`config.mk`:
```
export PLATFORM = sky130hd
export DESIGN_NAME = geofence_result_collector
export DESIGN_NICKNAME = d
export VERILOG_FILES = /design/src/rtl/geofence_result_collector.sv
export SDC_FILE = /design/constraint.sdc
export NUM_CORES = 1
export LEC_CHECK = 0
export ABC_AREA = 0
export BUFFER_PORTS_ARGS = -buffer_cell sky130_fd_sc_hd__buf_4
export CAP_MARGIN = 40
export CORE_UTILIZATION = 56
export CTS_BUF_LIST = sky130_fd_sc_hd__clkbuf_4 sky130_fd_sc_hd__clkbuf_8
export DETAILED_ROUTE_END_ITERATION = 8
export GPL_TIMING_DRIVEN = 0
export HOLD_SLACK_MARGIN = 0.15
export PLACE_DENSITY_LB_ADDON = 0.1
export SLEW_MARGIN = 20
export SYNTH_ARGS = -nofsm -noshare
export SYNTH_HDL_FRONTEND = slang
export SYNTH_SLANG_ARGS = --single-unit
```
`constraint.sdc`:
```
create_clock -name clk -period 3.4 [get_ports clk]
set_clock_uncertainty 0.05 [all_clocks]
set_input_delay 0.68 -clock clk [delete_from_list [all_inputs] [get_ports clk]]
set_output_delay 0.68 -clock clk [all_outputs]
set_load 0.02 [all_outputs]
```
`src/rtl/geofence_result_collector.sv`:
```
`default_nettype none
// +----------------------------------------------------------------------------+
// | Module   : geofence_result_collector                                       |
// | Purpose  : Turns each rising edge of the geofence core's result strobe     |
// |            into a record {object index, inside flag}. Records are held in  |
// |            a show-ahead FIFO until the host drains them. The block also    |
// |            keeps saturating inside/outside tallies and a sticky overflow.  |
// | Revision : 1.0  initial release                                            |
// +----------------------------------------------------------------------------+
// | Ports                                                                      |
// |   clk         in   clock, rising edge                                      |
// |   reset       in   asynchronous active-high reset                          |
// |   valid       in   result strobe; one record per low-to-high transition    |
// |   is_inside   in   result bit, sampled with the strobe edge                |
// |   clr         in   synchronous clear of FIFO, tallies, index, overflow     |
// |   pop         in   host consumes the FIFO head                             |
// |   res_valid   out  FIFO not empty                                          |
// |   res_idx     out  object index of head entry (0 when empty)               |
// |   res_inside  out  inside flag of head entry (0 when empty)                |
// |   fill        out  FIFO occupancy                                          |
// |   inside_cnt  out  saturating count of inside results                      |
// |   outside_cnt out  saturating count of outside results                     |
// |   overflow    out  sticky; a record was dropped on a full FIFO             |
// +----------------------------------------------------------------------------+
module geofence_result_collector #(
  parameter int DEPTH = 8,
  parameter int IDX_W = 8,
  parameter int CNT_W = 10
) (
  input  logic                     clk,
  input  logic                     reset,
  input  logic                     valid,
  input  logic                     is_inside,
  input  logic                     clr,
  input  logic                     pop,
  output logic                     res_valid,
  output logic [IDX_W-1:0]         res_idx,
  output logic                     res_inside,
  output logic [$clog2(DEPTH):0]   fill,
  output logic [CNT_W-1:0]         inside_cnt,
  output logic [CNT_W-1:0]         outside_cnt,
  output logic                     overflow
);

  localparam int                AW        = $clog2(DEPTH);
  localparam logic [AW:0]       FILL_FULL = (AW+1)'(DEPTH);
  localparam logic [CNT_W-1:0]  CNT_MAX   = {CNT_W{1'b1}};

  logic                 valid_d_q,  valid_d_d;
  logic [IDX_W-1:0]     obj_idx_q,  obj_idx_d;
  logic [CNT_W-1:0]     in_cnt_q,   in_cnt_d;
  logic [CNT_W-1:0]     out_cnt_q,  out_cnt_d;
  logic                 ovf_q,      ovf_d;
  logic [AW:0]          fill_q,     fill_d;
  logic [AW-1:0]        wr_ptr_q,   wr_ptr_d;
  logic [AW-1:0]        rd_ptr_q,   rd_ptr_d;
  logic [IDX_W:0]       mem_q [DEPTH];

  logic                 ev_take;
  logic                 empty;
  logic                 full;
  logic                 do_pop;
  logic                 do_wr;
  logic                 drop;
  logic [IDX_W:0]       head;

  always_comb begin
    // An event landing on a clear cycle is discarded entirely.
    ev_take = valid & ~valid_d_q & ~clr;
    empty   = (fill_q == '0);
    full    = (fill_q == FILL_FULL);
    do_pop  = pop & ~empty;
    // A full FIFO is never empty, so a raw pop frees the slot being written.
    do_wr   = ev_take & (~full | pop);
    drop    = ev_take & full & ~pop;

    valid_d_d = valid;
    obj_idx_d = obj_idx_q;
    in_cnt_d  = in_cnt_q;
    out_cnt_d = out_cnt_q;
    ovf_d     = ovf_q;
    fill_d    = fill_q;
    wr_ptr_d  = wr_ptr_q;
    rd_ptr_d  = rd_ptr_q;

    if (clr) begin
      obj_idx_d = '0;
      in_cnt_d  = '0;
      out_cnt_d = '0;
      ovf_d     = 1'b0;
      fill_d    = '0;
      wr_ptr_d  = '0;
      rd_ptr_d  = '0;
    end else begin
      if (do_wr)  wr_ptr_d = wr_ptr_q + 1'b1;
      if (do_pop) rd_ptr_d = rd_ptr_q + 1'b1;
      case ({do_wr, do_pop})
        2'b10:   fill_d = fill_q + 1'b1;
        2'b01:   fill_d = fill_q - 1'b1;
        default: fill_d = fill_q;
      endcase
      // Index and tallies advance even when the record is dropped, so the
      // host can detect the loss as a gap in the index sequence.
      if (ev_take) begin
        obj_idx_d = obj_idx_q + 1'b1;
        if (is_inside) begin
          if (in_cnt_q != CNT_MAX) in_cnt_d = in_cnt_q + 1'b1;
        end else begin
          if (out_cnt_q != CNT_MAX) out_cnt_d = out_cnt_q + 1'b1;
        end
      end
      if (drop) ovf_d = 1'b1;
    end
  end

  always_ff @(posedge clk or posedge reset) begin
    if (reset) begin
      valid_d_q <= 1'b0;
      obj_idx_q <= '0;
      in_cnt_q  <= '0;
      out_cnt_q <= '0;
      ovf_q     <= 1'b0;
      fill_q    <= '0;
      wr_ptr_q  <= '0;
      rd_ptr_q  <= '0;
    end else begin
      valid_d_q <= valid_d_d;
      obj_idx_q <= obj_idx_d;
      in_cnt_q  <= in_cnt_d;
      out_cnt_q <= out_cnt_d;
      ovf_q     <= ovf_d;
      fill_q    <= fill_d;
      wr_ptr_q  <= wr_ptr_d;
      rd_ptr_q  <= rd_ptr_d;
    end
  end

  always_ff @(posedge clk or posedge reset) begin
    if (reset) begin
      for (int i = 0; i < DEPTH; i++) mem_q[i] <= '0;
    end else if (do_wr) begin
      mem_q[wr_ptr_q] <= {obj_idx_q, is_inside};
    end
  end

  // Show-ahead head; forced to zero while empty so outputs are deterministic.
  assign head        = empty ? '0 : mem_q[rd_ptr_q];
  assign res_valid   = ~empty;
  assign res_idx     = head[IDX_W:1];
  assign res_inside  = head[0];
  assign fill        = fill_q;
  assign inside_cnt  = in_cnt_q;
  assign outside_cnt = out_cnt_q;
  assign overflow    = ovf_q;

endmodule
`default_nettype wire

```
==> results of run 1 <==
==> per-stage QoR <==
stage	power (W)	util, %	area (µm²)	hold WS [ps]
after floorplan	0.00189	-	5560	424
after global placement	0.00207	64.0	6020	432
after detailed placement	0.00212	65.2	6140	439
after CTS	0.00293	67.3	6340	284
after global routing	0.00301	67.3	6340	300
final	0.00290	67.3	6340	278
==> state kept, by name (all words and copies together) (netlist names) <==
name / cells
obj_idx_q: 8
overflow: 1
wr_ptr_q: 3
fill: 4
inside_cnt: 10
valid_d_q: 1
rd_ptr_q: 3
mem_q: 72
outside_cnt: 10
==> layout make-up <==
class                      count  area share [%]
clock buffer                  11            2.29
buffer                        26            1.97
multi-input combinational    288            41.0
timing repair buffer          48            6.57
clock inverter                 5           0.888
sequential                   112            44.2
inverter                       7           0.474
tap                          129            2.55
==> power breakdown <==
group | total (W) | internal, W | switching [W]
clock network | 0.000804 | 0.000368 | 0.000436
registers | 0.00143 | 0.00138 | 0.0000522
logic | 0.000660 | 0.000281 | 0.000379
==> cells in the mapped netlist (all sizes together), types with 5 or more instances <==
master,n
ha,7
xor2,11
a21oi,8
o21ai,5
nand2,14
mux4,18
xnor2,9
nor2,46
mux2i,12
dfrtp,112
nand4,11
nor3,6
and3,6
clkbuf,17
inv,7
nor2b,8
mux2,78
nand3,8
buf,10
==> layer usage <==
layer | GRT usage (%) | vias up
met3 | 5.38 | 5
met5 | 0 | -
li1 | - | 1689
met1 | 35.8 | 1911
met4 | 6.91 | 0
met2 | 38.9 | 61
==> cells by family (layout without fill, tap and decap cells) <==
family | count (synthesis) | count (layout)
xor+xnor | 20 | 20
buf+inv | 34 | 97
flops | 112 | 112
simple gates | 118 | 118
compound gates | 35 | 35
mux | 108 | 108
fa+ha+maj | 7 | 7
==> how the worst max path moves through the flow <==
stage | startpoint | to | slack, ps | depth (start not counted)
after floorplan | rd_ptr_q[1]$_DFFE_PP0P_ | res_idx[1] | 880 | 5
after global routing | rd_ptr_q[0]$_DFFE_PP0P_ | res_idx[7] | 80 | 6
final | rd_ptr_q[0]$_DFFE_PP0P_ | res_idx[7] | 190 | 6
after detailed placement | rd_ptr_q[0]$_DFFE_PP0P_ | res_idx[7] | 270 | 6
after global placement | rd_ptr_q[1]$_DFFE_PP0P_ | res_idx[2] | 130 | 6
after CTS | rd_ptr_q[0]$_DFFE_PP0P_ | res_idx[7] | 140 | 6
==> timing repair <==
item / CTS / global route
hold endpoints to repair: 0 / 0
resized for setup: 1 / 0
setup endpoints to repair: 8 / 0
==> impl_results.html, run 1 <==
<table>
<tr><th>Metric</th><th>Value</th></tr>
<tr><th colspan="2">Status</th></tr>
<tr><td>Run status</td><td>finished clean</td></tr>
<tr><th colspan="2">Worst setup path</th></tr>
<tr><td>Crit path arrival time</td><td>between 2000 and 2500 ps</td></tr>
<tr><td>Reg-to-reg setup timing slack</td><td>~760 ps</td></tr>
<tr><td>Buffer and inverter count on the worst path</td><td>3</td></tr>
<tr><td>Worst path cell trace</td><td>buf_2 &gt; clkbuf_2 &gt; mux4_2 &gt; mux2i_1 &gt; nor2_1 &gt; buf_4</td></tr>
<tr><td>Crit-path slowest cell</td><td>sky130_fd_sc_hd__mux4_2</td></tr>
<tr><td>RR Startpoint</td><td>fill[0]$_DFFE_PP0P_</td></tr>
<tr><td>Worst Path Max Fanout</td><td>10</td></tr>
<tr><td>Kind of launch point of the worst setup path</td><td>flip-flop</td></tr>
<tr><td>Critical path data required time</td><td>about 2700 ps</td></tr>
<tr><td>Setup crit end kind</td><td>primary output</td></tr>
<tr><td>R2r endpoint</td><td>fill[3]$_DFFE_PP0P_</td></tr>
<tr><td>Register-to-Register Path Depth</td><td>6</td></tr>
<tr><td>Top cell family by delay on the critical path</td><td>buffers and inverters</td></tr>
<tr><td>Category of the critical setup timing path</td><td>flip-flop to primary output</td></tr>
<tr><td>Biggest cell delay along the critical path</td><td>between 500 and 600 ps</td></tr>
<tr><th colspan="2">Route</th></tr>
<tr><td>Highest metal layer with signal wires</td><td>met4</td></tr>
<tr><td>Met2 WL post-DR</td><td>approximately 5700 µm</td></tr>
<tr><td>Routed length on met3</td><td>about 520 µm</td></tr>
<tr><td>Via Count</td><td>about 3700</td></tr>
<tr><td>Number of nets with antenna violations after detailed routing</td><td>0</td></tr>
<tr><td>Via count normalized by instance count</td><td>slightly below 6</td></tr>
<tr><td>Residual DRC count</td><td>0</td></tr>
<tr><td>First-pass DRT Iterations</td><td>4</td></tr>
<tr><td>Total routed wire length on the met1 layer</td><td>5450 µm</td></tr>
<tr><td>Initial detailed-routing violation count</td><td>136</td></tr>
<tr><td>Routed wire length per instance</td><td>approximately 19 µm</td></tr>
<tr><td>Total Routed Length</td><td>11700 µm</td></tr>
<tr><th colspan="2">Synth</th></tr>
<tr><td>Xor and xnor area share after synthesis</td><td>3.15%</td></tr>
<tr><td>Simple-Gate Fraction of Synth Area</td><td>around 11%</td></tr>
<tr><td>Primary flip-flop cell chosen by synthesis mapping</td><td>sky130_fd_sc_hd__dfrtp_1</td></tr>
<tr><td>Synth top area share</td><td>between 50% and 60%</td></tr>
<tr><td>Total of flip-flops plus latches after synthesis</td><td>roughly 110</td></tr>
<tr><td>Number of warnings printed during yosys synthesis</td><td>0</td></tr>
<tr><td>Mapped Nets</td><td>447</td></tr>
<tr><td>Synth Area in Compound Gates</td><td>4.84%</td></tr>
<tr><td>Sequential cell area fraction in the yosys report</td><td>about half</td></tr>
<tr><td>Synth area leader</td><td>sky130_fd_sc_hd__dfrtp_1</td></tr>
<tr><td>Syn Inst Count</td><td>between 400 and 500</td></tr>
<tr><td>Combined area of all synthesized cells</td><td>5560 µm²</td></tr>
<tr><td>Async set-reset flop share out of synthesis</td><td>100%</td></tr>
<tr><td>Average cell area after synthesis</td><td>12.8 µm²</td></tr>
<tr><td>Mux share of post-synthesis cell area</td><td>25.9%</td></tr>
<tr><td>Number of synthesized flops with an enable pin</td><td>0</td></tr>
<tr><td>Most area-consuming cells after synthesis</td><td>sky130_fd_sc_hd__dfrtp_1 (50%), sky130_fd_sc_hd__mux2_2 (14%), sky130_fd_sc_hd__mux4_2 (7.3%)</td></tr>
<tr><td>Combinational family with the most area after synthesis</td><td>multiplexers</td></tr>
<tr><td>Adder-cell share of the synthesized area</td><td>around 1.6%</td></tr>
<tr><td>Post-synth cell types</td><td>49</td></tr>
<tr><th colspan="2">Placed design</th></tr>
<tr><td>Post-placement cell count</td><td>~610</td></tr>
<tr><td>HPWL reported at the end of detailed placement</td><td>around 8200 µm</td></tr>
<tr><td>Weighted congestion reported at the end of routability-driven placement</td><td>0.793</td></tr>
<tr><td>Worst setup slack before clock tree synthesis</td><td>273 ps</td></tr>
<tr><td>Total of buffers placed on input and output ports</td><td>40</td></tr>
<tr><th colspan="2">Global route</th></tr>
<tr><td>Overall Global Routing Usage</td><td>between 20% and 30%</td></tr>
<tr><td>Pin count of the biggest net entering global routing</td><td>35</td></tr>
<tr><td>Via count of the first global-routing pass</td><td>between 3000 and 4000</td></tr>
<tr><td>First-pass GRT wire length</td><td>approximately 19000 µm</td></tr>
<tr><td>Initial antenna violation count</td><td>0</td></tr>
<tr><td>Residual overflow from global routing</td><td>0</td></tr>
<tr><th colspan="2">STA</th></tr>
<tr><td>Rel. slew slack</td><td>47.4%</td></tr>
<tr><td>Final critical-path required period</td><td>approximately 3200 ps</td></tr>
<tr><td>Setup WS post-layout</td><td>192 ps</td></tr>
<tr><td>Final Max Slew Viols</td><td>0</td></tr>
<tr><td>Maximum achievable frequency</td><td>roughly 310 MHz</td></tr>
<tr><td>Worst slew pin tran</td><td>around 780 ps</td></tr>
<tr><td>Count of endpoints failing hold in the final timing report</td><td>0</td></tr>
<tr><td>Final Setup Violations</td><td>0</td></tr>
<tr><td>Final clock period utilization by the worst path</td><td>94.4%</td></tr>
<tr><td>Unrepaired setup endpoints after global routing</td><td>false</td></tr>
<tr><td>Final setup TNS</td><td>0 ps</td></tr>
<tr><th colspan="2">Finish</th></tr>
<tr><td>Antenna Diode Count</td><td>0</td></tr>
<tr><td>Most common cell after layout, fill and taps aside</td><td>sky130_fd_sc_hd__dfrtp_1</td></tr>
<tr><td>Commonest non-fill, non-tap cells in the layout</td><td>sky130_fd_sc_hd__dfrtp_1 (112), sky130_fd_sc_hd__mux2_2 (67), sky130_fd_sc_hd__nor2_1 (46), sky130_fd_sc_hd__buf_4 (41), sky130_fd_sc_hd__mux4_2 (18)</td></tr>
<tr><td>Final standard cell count with taps included and fillers excluded</td><td>626</td></tr>
<tr><td>Net count of the finished layout</td><td>about 500</td></tr>
<tr><td>Register area</td><td>2800 µm²</td></tr>
<tr><td>Number of filler instances in the final layout</td><td>709</td></tr>
<tr><td>Layout cell share with drive strength beyond 1</td><td>~36%</td></tr>
<tr><td>Area used by multi-input combinational logic</td><td>between 2000 and 3000 µm²</td></tr>
<tr><td>Area delta synth-&gt;final</td><td>14.0%</td></tr>
<tr><th colspan="2">CTS</th></tr>
<tr><td>Clock buffer count from CTS</td><td>9</td></tr>
<tr><td>Quantity of hold-fixing buffers added after cts</td><td>0</td></tr>
<tr><td>Clock Root Buffer</td><td>sky130_fd_sc_hd__clkbuf_8</td></tr>
<tr><td>Insertion delay to the later sink of the worst-skew pair</td><td>approximately 380 ps</td></tr>
<tr><td>Number of sinks driven by the clock tree</td><td>around 110</td></tr>
<tr><td>Total number of H-tree levels</td><td>3</td></tr>
<tr><td>Clk slew on worst S/H paths</td><td>~100 ps</td></tr>
<tr><td>Maximum clock insertion buffer count</td><td>2</td></tr>
<tr><td>Setup fix buffers added after clock tree synthesis</td><td>0</td></tr>
<tr><td>Clock tree from TritonCTS</td><td>built</td></tr>
<tr><th colspan="2">Floorplan</th></tr>
<tr><td>Die Y-Extent</td><td>about 100 µm</td></tr>
<tr><td>Starting Density</td><td>59.0%</td></tr>
<tr><td>Die outline area</td><td>10300 µm²</td></tr>
<tr><td>Die extent in x</td><td>around 100 µm</td></tr>
<tr><td># rows</td><td>35</td></tr>
<tr><td>I/O pin cnt</td><td>between 40 and 50</td></tr>
<tr><td>Area of the core</td><td>roughly 9400 µm²</td></tr>
<tr><th colspan="2">Min path</th></tr>
<tr><td>Hold Crit Class</td><td>input port to async pin</td></tr>
<tr><th colspan="2">Flow run</th></tr>
<tr><td>Max Cap Viol</td><td>0</td></tr>
<tr><th colspan="2">Power</th></tr>
<tr><td>Pwr/cell area</td><td>about 460 nW/µm²</td></tr>
<tr><td>IR drop worst, VDD</td><td>between 0.3 and 0.4 mV</td></tr>
<tr><td>Leakage dissipation</td><td>2.94 nW</td></tr>
</table>
Power figures use the tool's default switching activity.
==> inputs of run 2 (changes only) <==
CORE_UTILIZATION = 62   (was 56)
REMOVE_ABC_BUFFERS = 1   (was default)
clock period = 3 ns   (was 3.4 ns; I/O delays follow)
==> impl_results.html, run 2 (same netlist as run 1, synthesis figures left out) <==
<table>
<tr><th>Metric</th><th>Value</th></tr>
<tr><th colspan="2">STA</th></tr>
<tr><td>Hold slack final</td><td>199 ps (was 278 ps)</td></tr>
<tr><td>Final critical-path required period</td><td>approximately 2800 ps</td></tr>
<tr><td>Setup WS post-layout</td><td>170 ps (was 192 ps)</td></tr>
<tr><td>Unrepaired setup endpoints after global routing</td><td>false (unchanged)</td></tr>
<tr><td>Worst slew pin tran</td><td>757 ps (was 783 ps)</td></tr>
<tr><td>Rel. slew slack</td><td>49.5% (was 47.4%)</td></tr>
<tr><td>Final clock period utilization by the worst path</td><td>a little over nine tenths</td></tr>
<tr><td>Final Setup Violations</td><td>0 (unchanged)</td></tr>
<tr><td>Maximum achievable frequency</td><td>~350 MHz</td></tr>
<tr><td>Final Max Slew Viols</td><td>0 (unchanged)</td></tr>
<tr><td>Count of endpoints failing hold in the final timing report</td><td>0 (unchanged)</td></tr>
<tr><th colspan="2">Placed design</th></tr>
<tr><td>Worst setup slack before clock tree synthesis</td><td>216 ps (was 273 ps)</td></tr>
<tr><td>Total of buffers placed on input and output ports</td><td>40 (unchanged)</td></tr>
<tr><td>HPWL reported at the end of detailed placement</td><td>7330 µm (was 8190 µm)</td></tr>
<tr><td>Weighted congestion reported at the end of routability-driven placement</td><td>0.857 (was 0.793)</td></tr>
<tr><th colspan="2">Power</th></tr>
<tr><td>Combinational fraction of design power</td><td>21.0% (was 22.8%)</td></tr>
<tr><td>Leakage dissipation</td><td>2.88 nW (was 2.94 nW)</td></tr>
<tr><td>Pwr/cell area</td><td>511 nW/µm² (was 457 nW/µm²)</td></tr>
<tr><td>Total internal power</td><td>0.00221 W (was 0.00203 W)</td></tr>
<tr><td>Sum of internal, switching and leakage power</td><td>0.00316 W (was 0.00290 W)</td></tr>
<tr><td>NetSw</td><td>0.000955 W (was 0.000868 W)</td></tr>
<tr><td>Share of total power in the clock network</td><td>25.7% (was 27.8%)</td></tr>
<tr><td>Power share of the sequential group</td><td>53.3% (was 49.4%)</td></tr>
<tr><td>IR drop worst, VDD</td><td>0.408 mV (was 0.304 mV)</td></tr>
<tr><td>Sw Ratio</td><td>30.2% (was 29.9%)</td></tr>
<tr><th colspan="2">Worst setup path</th></tr>
<tr><td>Worst path cell trace</td><td>buf_16 &gt; mux4_2 &gt; mux2i_1 &gt; nor2_1 &gt; buf_4 (was buf_2 &gt; clkbuf_2 &gt; mux4_2 &gt; mux2i_1 &gt; nor2_1 &gt; buf_4)</td></tr>
<tr><td>Setup crit end kind</td><td>primary output (unchanged)</td></tr>
<tr><td>Crit path arrival time</td><td>2180 ps (was 2480 ps)</td></tr>
<tr><td>Kind of launch point of the worst setup path</td><td>flip-flop (unchanged)</td></tr>
<tr><td>Biggest cell delay along the critical path</td><td>710 ps (was 550 ps)</td></tr>
<tr><td>Critical path data required time</td><td>2350 ps (was 2670 ps)</td></tr>
<tr><td>Worst Path Max Fanout</td><td>12 (was 10)</td></tr>
<tr><td>Category of the critical setup timing path</td><td>flip-flop to primary output (unchanged)</td></tr>
<tr><td>Top cell family by delay on the critical path</td><td>flip-flops (was buffers and inverters)</td></tr>
<tr><td>Crit-path slowest cell</td><td>sky130_fd_sc_hd__dfrtp_1 (was sky130_fd_sc_hd__mux4_2)</td></tr>
<tr><td>Buffer and inverter count on the worst path</td><td>2 (was 3)</td></tr>
<tr><th colspan="2">Floorplan</th></tr>
<tr><td>Area of the core</td><td>8720 µm² (was 9420 µm²)</td></tr>
<tr><td>I/O pin cnt</td><td>41 (unchanged)</td></tr>
<tr><td>Starting Density</td><td>63.7% (was 59.0%)</td></tr>
<tr><td>Die extent in x</td><td>96.7 µm (was 102 µm)</td></tr>
<tr><td>Die Y-Extent</td><td>96.7 µm (was 102 µm)</td></tr>
<tr><td># rows</td><td>34 (was 35)</td></tr>
<tr><td>Die outline area</td><td>9350 µm² (was 10300 µm²)</td></tr>
<tr><th colspan="2">Finish</th></tr>
<tr><td>Antenna Diode Count</td><td>0 (unchanged)</td></tr>
<tr><td>Register with the most flip-flops</td><td>mem_q (unchanged)</td></tr>
<tr><td>Commonest non-fill, non-tap cells in the layout</td><td>sky130_fd_sc_hd__dfrtp_1 (111), sky130_fd_sc_hd__mux2_2 (67), sky130_fd_sc_hd__nor2_1 (45), sky130_fd_sc_hd__buf_4 (45), sky130_fd_sc_hd__mux4_2 (18) (was sky130_fd_sc_hd__dfrtp_1 (112), sky130_fd_sc_hd__mux2_2 (67), sky130_fd_sc_hd__nor2_1 (46), sky130_fd_sc_hd__buf_4 (41), sky130_fd_sc_hd__mux4_2 (18))</td></tr>
<tr><td>Layout cell share with drive strength beyond 1</td><td>36.7% (was 35.6%)</td></tr>
<tr><td>Net count of the finished layout</td><td>480 (was 505)</td></tr>
<tr><td>Number of filler instances in the final layout</td><td>626 (was 709)</td></tr>
<tr><td>Max FFs per register</td><td>72 (unchanged)</td></tr>
<tr><td>Area delta synth-&gt;final</td><td>11.2% (was 14.0%)</td></tr>
<tr><td>Most common cell after layout, fill and taps aside</td><td>sky130_fd_sc_hd__dfrtp_1 (unchanged)</td></tr>
<tr><th colspan="2">Route</th></tr>
<tr><td>Residual DRC count</td><td>0 (unchanged)</td></tr>
<tr><td>Initial detailed-routing violation count</td><td>176 (was 136)</td></tr>
<tr><td>Number of nets with antenna violations after detailed routing</td><td>0 (unchanged)</td></tr>
<tr><td>Via count normalized by instance count</td><td>6.13 (was 5.86)</td></tr>
<tr><td>First-pass DRT Iterations</td><td>4 (unchanged)</td></tr>
<tr><td>Routed wire length per instance</td><td>19.0 µm (was 18.7 µm)</td></tr>
<tr><td>Via Count</td><td>3547 (was 3666)</td></tr>
<tr><td>Total Routed Length</td><td>11000 µm (was 11700 µm)</td></tr>
<tr><th colspan="2">Min path</th></tr>
<tr><td>Hold Crit Class</td><td>input port to async pin (unchanged)</td></tr>
<tr><th colspan="2">Status</th></tr>
<tr><td>Run status</td><td>finished clean (unchanged)</td></tr>
<tr><th colspan="2">Flow run</th></tr>
<tr><td>Max Cap Viol</td><td>0 (unchanged)</td></tr>
<tr><th colspan="2">CTS</th></tr>
<tr><td>Total number of H-tree levels</td><td>3 (unchanged)</td></tr>
<tr><td>Clock tree from TritonCTS</td><td>built (unchanged)</td></tr>
<tr><td>Quantity of hold-fixing buffers added after cts</td><td>0 (unchanged)</td></tr>
<tr><td>Clock buffer count from CTS</td><td>9 (unchanged)</td></tr>
<tr><td>Setup fix buffers added after clock tree synthesis</td><td>0 (unchanged)</td></tr>
<tr><td>Cts repair resizes</td><td>0 (was 1)</td></tr>
<tr><td>Clock Root Buffer</td><td>sky130_fd_sc_hd__clkbuf_8 (unchanged)</td></tr>
<tr><td>Insertion delay to the later sink of the worst-skew pair</td><td>370 ps (was 380 ps)</td></tr>
<tr><td>Clk slew on worst S/H paths</td><td>100 ps (about the same)</td></tr>
<tr><td>Number of sinks driven by the clock tree</td><td>112 (unchanged)</td></tr>
<tr><td>Maximum clock insertion buffer count</td><td>2 (unchanged)</td></tr>
<tr><th colspan="2">Global route</th></tr>
<tr><td>Initial antenna violation count</td><td>0 (unchanged)</td></tr>
<tr><td>Overall Global Routing Usage</td><td>25.9% (was 25.0%)</td></tr>
<tr><td>Pin count of the biggest net entering global routing</td><td>60 (was 35)</td></tr>
<tr><td>Via count of the first global-routing pass</td><td>3712 (was 3531)</td></tr>
<tr><td>Residual overflow from global routing</td><td>0 (unchanged)</td></tr>
<tr><td>First-pass GRT wire length</td><td>18800 µm (was 18900 µm)</td></tr>
</table>
run 2: cell count changes in the layout (fill, tap and decap cells not counted), moves of 2 or more:
cell,previous run,this run
sky130_fd_sc_hd__clkinv_2,2,0
sky130_fd_sc_hd__buf_2,3,0
sky130_fd_sc_hd__clkbuf_1,15,0
sky130_fd_sc_hd__buf_6,6,1
sky130_fd_sc_hd__buf_16,0,3
sky130_fd_sc_hd__buf_4,41,45
sky130_fd_sc_hd__buf_1,4,0
sky130_fd_sc_hd__buf_12,3,0
run 2: worst reg2reg max path, cell delays in order, from the launching register on:
cell	delay, ps
sky130_fd_sc_hd__dfrtp_1	490
sky130_fd_sc_hd__o41ai_4	680
sky130_fd_sc_hd__nor2_1	160
sky130_fd_sc_hd__ha_1	350
sky130_fd_sc_hd__a31o_2	250
sky130_fd_sc_hd__a31oi_1	180
sky130_fd_sc_hd__mux2_2	350
run 2: worst paths after layout:
kind / cells after the start / startpoint / to / slack, ps
worst max-delay path: 5 / rd_ptr_q[0]$_DFFE_PP0P_ / res_idx[0] / 170
worst min register to register: 1 / mem_q[37]$_DFFE_PP0P_ / mem_q[37]$_DFFE_PP0P_ / 460
worst min-delay path: 2 / reset / mem_q[55]$_DFFE_PP0P_ / 200
worst max register to register: 6 / fill[0]$_DFFE_PP0P_ / fill[3]$_DFFE_PP0P_ / 370
min in group clk: 1 / valid / valid_d_q$_DFF_PP0_ / 310
max in group asynchronous: 3 / reset / mem_q[34]$_DFFE_PP0P_ / 2050
run 2: metrics by stage:
step | std cells | TNS (ps) | cell area, µm² | utilization (%)
after floorplan | 407 | -68210 | 5430 | -
after CTS | 578 | 0 | 6170 | 70.8
after detailed placement | 563 | 0 | 6000 | 68.8
after global placement | 555 | -215950 | 5870 | 67.3
final | 579 | 0 | 6180 | 70.9
after global routing | 579 | 0 | 6180 | 70.9
run 2: routing by layer:
metal  track usage [%]  vias to the layer above  share of wire [%]  routed length [µm]
li1                  -                     1638                  -                   -
met3              5.56                       16                3.6                 401
met4              8.50                        0                1.6                 180
met2              42.6                       72                 51                5560
met1              34.6                     1821                 44                4850
met5                 0                        -                  0                   0
run 2: cell type report:
| class | count | area (µm²) | area share (%) |
|---|---|---|---|
| clock inverter | 4 | 32.5 | 0.526 |
| multi-input combinational | 288 | 2610 | 42.2 |
| timing repair buffer | 49 | 432 | 6.98 |
| inverter | 7 | 31.3 | 0.506 |
| tap | 108 | 135 | 2.19 |
| clock buffer | 11 | 139 | 2.25 |
| sequential | 112 | 2800 | 45.4 |
run 2: power by group through the flow:
stage / registers (W) / logic (W) / clock network (W)
after floorplan: 0.00173 / 0.000365 / 0
after global placement: 0.00175 / 0.000543 / 0
after detailed placement: 0.00171 / 0.000672 / 0
after CTS: 0.00168 / 0.000675 / 0.000834
after global routing: 0.00170 / 0.000732 / 0.000886
final: 0.00168 / 0.000665 / 0.000813
